===== src/rtl/pathfinder_pkg.sv =====
// ---------------------------------------------------------------------------
// pathfinder_pkg: shared FSM state type and saturating arithmetic helpers.
// Revision 1.0
// ---------------------------------------------------------------------------
`default_nettype none

package pathfinder_pkg;

  typedef enum logic [1:0] {
    ST_IDLE   = 2'd0,
    ST_SETTLE = 2'd1,
    ST_EVAL   = 2'd2,
    ST_STEP   = 2'd3
  } state_e;

  // Result is {clamped, value}; the extra bit catches overflow before clamping.
  function automatic logic [32:0] sat_add(input logic [31:0] val,
                                          input logic [31:0] step,
                                          input logic [31:0] hi);
    logic [32:0] sum;
    sum = {1'b0, val} + {1'b0, step};
    if (sum > {1'b0, hi}) begin
      return {1'b1, hi};
    end
    return sum;
  endfunction

  function automatic logic [32:0] sat_sub(input logic [31:0] val,
                                          input logic [31:0] step,
                                          input logic [31:0] lo);
    logic [32:0] diff;
    diff = {1'b0, val} - {1'b0, step};
    if (diff[32] || (diff < {1'b0, lo})) begin
      return {1'b1, lo};
    end
    return diff;
  endfunction

endpackage

`default_nettype wire


===== src/rtl/pathfinder_search_sync2.sv =====
// ---------------------------------------------------------------------------
// sync2: two-flop synchroniser for asynchronous sensor levels.
// Revision 1.0
// ---------------------------------------------------------------------------
`default_nettype none

module sync2 #(
  parameter int WIDTH = 1
) (
  input  logic             clk,
  input  logic             rst_n,
  input  logic [WIDTH-1:0] d_i,
  output logic [WIDTH-1:0] q_o
);

  logic [WIDTH-1:0] meta_q;
  logic [WIDTH-1:0] sync_q;

  always_ff @(posedge clk or negedge rst_n) begin
    if (!rst_n) begin
      meta_q <= '0;
      sync_q <= '0;
    end else begin
      meta_q <= d_i;
      sync_q <= meta_q;
    end
  end

  assign q_o = sync_q;

endmodule

`default_nettype wire


===== src/rtl/pathfinder_search.sv =====
// ---------------------------------------------------------------------------
// pathfinder_search: hill-climbing frequency/amplitude search for the rocker.
// Revision 1.0
// ---------------------------------------------------------------------------
`default_nettype none

module pathfinder_search
  import pathfinder_pkg::*;
#(
  parameter int FREQ_W        = 8,
  parameter int AMP_W         = 8,
  parameter int FREQ_MIN      = 4,
  parameter int FREQ_MAX      = 250,
  parameter int FREQ_INIT     = 64,
  parameter int FREQ_STEP     = 2,
  parameter int AMP_MIN       = 8,
  parameter int AMP_MAX       = 240,
  parameter int AMP_INIT      = 128,
  parameter int AMP_STEP      = 4,
  parameter int SETTLE_CYCLES = 16,
  parameter int STRESS_LIMIT  = 4
) (
  input  logic              clk,
  input  logic              reset,
  input  logic              enable,
  input  logic              stress,
  output logic [FREQ_W-1:0] freq,
  output logic [AMP_W-1:0]  amp,
  output logic              dir_up,
  output logic              Fplus,
  output logic              Fmin,
  output logic              Aplus,
  output logic              Amin,
  output logic              busy
);

  localparam int CNT_W = (SETTLE_CYCLES > 1) ? $clog2(SETTLE_CYCLES) : 1;
  localparam int SC_W  = $clog2(STRESS_LIMIT + 1);
  localparam logic [CNT_W-1:0] SETTLE_LOAD = CNT_W'(SETTLE_CYCLES - 1);
  localparam logic [SC_W-1:0]  LIMIT_V     = SC_W'(STRESS_LIMIT);

  state_e             state_q, state_d;
  logic [CNT_W-1:0]   cnt_q, cnt_d;
  logic [FREQ_W-1:0]  freq_q, freq_d;
  logic [AMP_W-1:0]   amp_q, amp_d;
  logic               dir_q, dir_d;
  logic               prev_q, prev_d;
  logic [SC_W-1:0]    scnt_q, scnt_d;
  logic               fplus_q, fplus_d, fmin_q, fmin_d;
  logic               aplus_q, aplus_d, amin_q, amin_d;
  logic               stress_s;

  logic [32:0]        w_freq_up, w_freq_dn, w_amp_up, w_amp_dn;
  logic [AMP_W-1:0]   w_amp_up_v, w_amp_dn_v;

  sync2 #(.WIDTH(1)) u_stress_sync (
    .clk   (clk),
    .rst_n (reset),
    .d_i   (stress),
    .q_o   (stress_s)
  );

  assign w_freq_up  = sat_add(32'(freq_q), 32'(FREQ_STEP), 32'(FREQ_MAX));
  assign w_freq_dn  = sat_sub(32'(freq_q), 32'(FREQ_STEP), 32'(FREQ_MIN));
  assign w_amp_up   = sat_add(32'(amp_q), 32'(AMP_STEP), 32'(AMP_MAX));
  assign w_amp_dn   = sat_sub(32'(amp_q), 32'(AMP_STEP), 32'(AMP_MIN));
  assign w_amp_up_v = AMP_W'(w_amp_up);
  assign w_amp_dn_v = AMP_W'(w_amp_dn);

  always_comb begin
    state_d = state_q;
    cnt_d   = cnt_q;
    freq_d  = freq_q;
    amp_d   = amp_q;
    dir_d   = dir_q;
    prev_d  = prev_q;
    scnt_d  = scnt_q;
    fplus_d = 1'b0;
    fmin_d  = 1'b0;
    aplus_d = 1'b0;
    amin_d  = 1'b0;
    if (!enable) begin
      state_d = ST_IDLE;
    end else begin
      unique case (state_q)
        ST_IDLE: begin
          state_d = ST_SETTLE;
          cnt_d   = SETTLE_LOAD;
        end
        ST_SETTLE: begin
          if (cnt_q == '0) state_d = ST_EVAL;
          else             cnt_d   = cnt_q - CNT_W'(1);
        end
        ST_EVAL: begin
          if (!stress_s) begin
            amp_d   = w_amp_dn_v;
            amin_d  = (w_amp_dn_v != amp_q);
            scnt_d  = '0;
            prev_d  = 1'b0;
            state_d = ST_SETTLE;
            cnt_d   = SETTLE_LOAD;
          end else begin
            // Stress on two evaluations in a row means the last step went the wrong way.
            if (prev_q) dir_d = ~dir_q;
            if ((scnt_q + SC_W'(1)) == LIMIT_V) begin
              amp_d   = w_amp_up_v;
              aplus_d = (w_amp_up_v != amp_q);
              scnt_d  = '0;
            end else begin
              scnt_d  = scnt_q + SC_W'(1);
            end
            prev_d  = 1'b1;
            state_d = ST_STEP;
          end
        end
        ST_STEP: begin
          if (dir_q) begin
            freq_d = FREQ_W'(w_freq_up);
            if (w_freq_up[32]) dir_d   = 1'b0;
            else               fplus_d = 1'b1;
          end else begin
            freq_d = FREQ_W'(w_freq_dn);
            if (w_freq_dn[32]) dir_d  = 1'b1;
            else               fmin_d = 1'b1;
          end
          state_d = ST_SETTLE;
          cnt_d   = SETTLE_LOAD;
        end
        default: state_d = ST_IDLE;
      endcase
    end
  end

  always_ff @(posedge clk or negedge reset) begin
    if (!reset) begin
      state_q <= ST_IDLE;
      cnt_q   <= '0;
      freq_q  <= FREQ_W'(FREQ_INIT);
      amp_q   <= AMP_W'(AMP_INIT);
      dir_q   <= 1'b1;
      prev_q  <= 1'b0;
      scnt_q  <= '0;
      fplus_q <= 1'b0;
      fmin_q  <= 1'b0;
      aplus_q <= 1'b0;
      amin_q  <= 1'b0;
    end else begin
      state_q <= state_d;
      cnt_q   <= cnt_d;
      freq_q  <= freq_d;
      amp_q   <= amp_d;
      dir_q   <= dir_d;
      prev_q  <= prev_d;
      scnt_q  <= scnt_d;
      fplus_q <= fplus_d;
      fmin_q  <= fmin_d;
      aplus_q <= aplus_d;
      amin_q  <= amin_d;
    end
  end

  assign freq   = freq_q;
  assign amp    = amp_q;
  assign dir_up = dir_q;
  assign Fplus  = fplus_q;
  assign Fmin   = fmin_q;
  assign Aplus  = aplus_q;
  assign Amin   = amin_q;
  assign busy   = (state_q != ST_IDLE);

endmodule

`default_nettype wire


===== config.mk =====
export PLATFORM = sky130hd
export DESIGN_NAME = pathfinder_search
export DESIGN_NICKNAME = d
export VERILOG_FILES = /design/src/rtl/pathfinder_pkg.sv /design/src/rtl/pathfinder_search_sync2.sv /design/src/rtl/pathfinder_search.sv
export SDC_FILE = /design/constraint.sdc
export NUM_CORES = 1
export LEC_CHECK = 0
export ABC_CLOCK_PERIOD_IN_PS = 1950
export BUFFER_PORTS_ARGS = -buffer_cell sky130_fd_sc_hd__buf_2
export CORE_ASPECT_RATIO = 2
export CORE_UTILIZATION = 52
export DETAILED_ROUTE_END_ITERATION = 10
export PLACE_DENSITY = 0.75
export SLEW_MARGIN = 20
export SYNTH_ARGS = -nofsm -noshare
export SYNTH_HDL_FRONTEND = slang
export SYNTH_SLANG_ARGS = --single-unit
export TNS_END_PERCENT = 20

===== constraint.sdc =====
create_clock -name clk -period 1.95 [get_ports clk]
set_clock_uncertainty 0.1 [all_clocks]
set_input_delay 0.0975 -clock clk [delete_from_list [all_inputs] [get_ports clk]]
set_output_delay 0.0975 -clock clk [all_outputs]
set_load 0.01 [all_outputs]

==> run metrics <==
Setup WS pre-CTS -0.154 ns; global-route wire length before repair 8.78 mm; CP max FO 11; failing checks negative setup slack; FF-to-FF path depth 6; Net Count, Synth 272; Final Util 71.4%; max-slew violations 0; clock period minus worst slack 2.00 ns; # rows 32; root buf cell clkbuf_8; Routed WL per cell 15.5 um; First DRT Iteration DRCs 65; clock latency on the worst-skew pair 0.29 ns; min-delay src enable; Non-Filler Instances 366; Cell variety after synth 58; hold crit path type in -> reg; antenna violations before repair 0; unrepaired setup endpoints after global routing true; final worst setup slack -0.0541 ns; Worst Path Required 2.02 ns; worst r2r src amp[4]; H-tree depth 2; I/O Buffers 24; Slew HR 51.0%; Yosys Warn Count 0; critical path arrival 2.08 ns; Final #Nets 327; r2r endpoint amp[2]; Die X-Extent 47.5 um; worst hold slack 0.0449 ns; crit share post-route 103%; Residual DRC 0; crit start category flop; Final setup viols 7; placed cells 355; type of the worst setup path reg -> reg; via/cell ratio 5.97; Syn-to-layout area delta 30.4%; routability cong. 0.911; CTS Buf Count 5; Total GRT Usage 28.0%; Die Ht 92.9 um; Synth Flop Type dfrtp_1; sequential share of the synthesized area 37.4%; vias in the first global route 2063; total iterations of the first detailed-routing run 4; FMAX 0.499 GHz; I/O pin count 26; share of cells above drive strength 1 34.0%; Clock Sinks 32; number of antenna cells inserted 0; status finished with violations; Worst-path clk slew 0.07 ns; Synth Area per Inst 8.30 um2; Hold Path Depth 3; post-synthesis cell area 2150 um2; Max-Cap Viols 0; post-synthesis register bit count 32; vias 2184; Worst Hold End state_q[1]; CTS tree done; Max clock buf depth 2; Final ANT Viol Nets 0; cell area power density 612 nW/um2; reg2reg setup slack -0.05 ns; Post-Syn Instances 259; asr flop ratio synth 100%; total wire length 5.68 mm; number of synthesized flops with an enable pin 0; GRT overflow 0; die footprint 4410 um2; largest net degree at the start of global routing 33; # fillers 338; Core Region 3920 um2; Setup crit end kind flop; Initial Utilization 54.8%; Slew @ Worst Pin 0.735 ns; detailed placement HPWL 4.10 mm; Fin Setup TNS -0.195 ns; Pleak 1.28 nW; Max rail drop VDD 0.457 mV; Hold Vio Cnt, Final 0
through the flow:
| stage | area [um2] | power, mW |
|---|---|---|
| after floorplan | 2160 | 0.935 |
| after global placement | 2560 | 1.05 |
| after detailed placement | 2560 | 1.06 |
| after CTS | 2710 | 1.70 |
| after global routing | 2800 | 1.79 |
| final | 2800 | 1.71 |
power breakdown:
part | total, mW | leakage [nW] | switching, mW | internal, mW
logic | 0.322 | 0.824 | 0.177 | 0.145
clock network | 0.641 | 0.0552 | 0.261 | 0.379
registers | 0.752 | 0.397 | 0.0464 | 0.706
logic make-up after synthesis:
logic type      count (synthesis)  synth area share (%)
compound gates                 82                  26.1
xor+xnor                        3                  1.22
fa+ha+maj                       9                  5.24
buf+inv                        35                  6.64
flops                          32                  37.4
mux                             1                 0.466
other cells                     1                 0.174
simple gates                   96                  22.8
worst max-delay path: stages, from the launching register on:
cell and delay (ns):
dfrtp_1 0.45, buf_4 0.21, o31ai_1 0.36, nand4_1 0.20
and2_4 0.20, a21o_1 0.18, a21bo_2 0.19
placed cells by master (no fill, tap or decap), types with 3 or more instances in the layout:
master | netlist | layout
nand2_1 | 22 | 22
dfrtp_1 | 29 | 25
nor2b_1 | 5 | 5
nor4_1 | 4 | 3
nand4_1 | 3 | 3
a21oi_1 | 21 | 19
a21o_1 | 3 | 3
a211oi_1 | 3 | 3
clkbuf_8 | 0 | 5
buf_2 | 6 | 24
dfrtp_2 | 0 | 4
and3_1 | 4 | 4
nand3_1 | 15 | 15
ha_1 | 9 | 6
nor2_1 | 19 | 19
nor3_1 | 5 | 5
inv_1 | 17 | 15
buf_4 | 1 | 39
a31oi_1 | 5 | 3
dfstp_2 | 3 | 3
o21ai_0 | 18 | 18
registers in the layout (all words and copies together), names as in the netlist, 2 cells and up:
name,flops
cnt_q,4
freq,7
amp,8
state_q,2
scnt_q,3
cells in the mapped netlist, types with 3 or more instances:
library cell / count / area share, %
buf_2: 6 / 1.4
and3_1: 4 / 1.2
nor3_1: 5 / 1.2
nor4_1: 4 / 1.2
xnor2_1: 3 / 1.2
nand4_1: 3 / 0.87
dfrtp_1: 29 / 34
a21oi_1: 21 / 4.9
nand2_1: 22 / 3.8
o21ai_0: 18 / 4.2
a21o_1: 3 / 1.0
nor3b_1: 3 / 1.0
o21a_1: 3 / 1.0
ha_1: 9 / 5.2
inv_1: 17 / 3.0
a211oi_1: 3 / 1.0
dfstp_2: 3 / 3.7
nor2b_1: 5 / 1.5
nand3_1: 15 / 3.5
clkbuf_1: 11 / 1.9
nor2_1: 19 / 3.3
a31oi_1: 5 / 1.5
area by class of cell:
type / instances / area, um2 / area share, %
well taps: 51 / 63.8 / 2.28
inverters: 17 / 63.8 / 2.28
clock buffers: 6 / 72.6 / 2.59
repair buffers: 66 / 444 / 15.8
flip-flops and latches: 32 / 810 / 28.9
clock inverters: 2 / 35.0 / 1.25
multi-input cells: 192 / 1310 / 46.9
worst max path at each step:
| stage | startpoint | endpoint | slack, ns |
|---|---|---|---|
| 3_3_place_gp | amp[3] | amp[2] | -0.08 |
| 3_5_place_dp | amp[3] | amp[2] | -0.15 |
| 2_1_floorplan | freq[1] | freq[1] | -0.04 |
| 6_report | amp[4] | amp[2] | -0.05 |
| 5_1_grt | amp[4] | amp[2] | -0.17 |
| 4_1_cts | freq[1] | freq[1] | -0.03 |
what timing repair did:
action,in CTS,in global routing
hold endpoints to repair,30,0
pin swaps,1,9
gates resized for setup,8,16
hold buffers,2,0
gates cloned,0,0
setup buffers,0,1
setup endpoints to repair,11,13
routing by layer:
layer  global-route usage (%)  up-vias  routed length (um)  part of all wire (%)
met5                        0        -                   0                     0
met4                     18.3        0                 227                   4.0
met3                     3.51       20                 205                   3.6
met2                     51.0       61                3180                    56
met1                     25.8     1052                2070                    36
li1                         -     1051                   -                     -
Power figures use the tool's default switching activity.
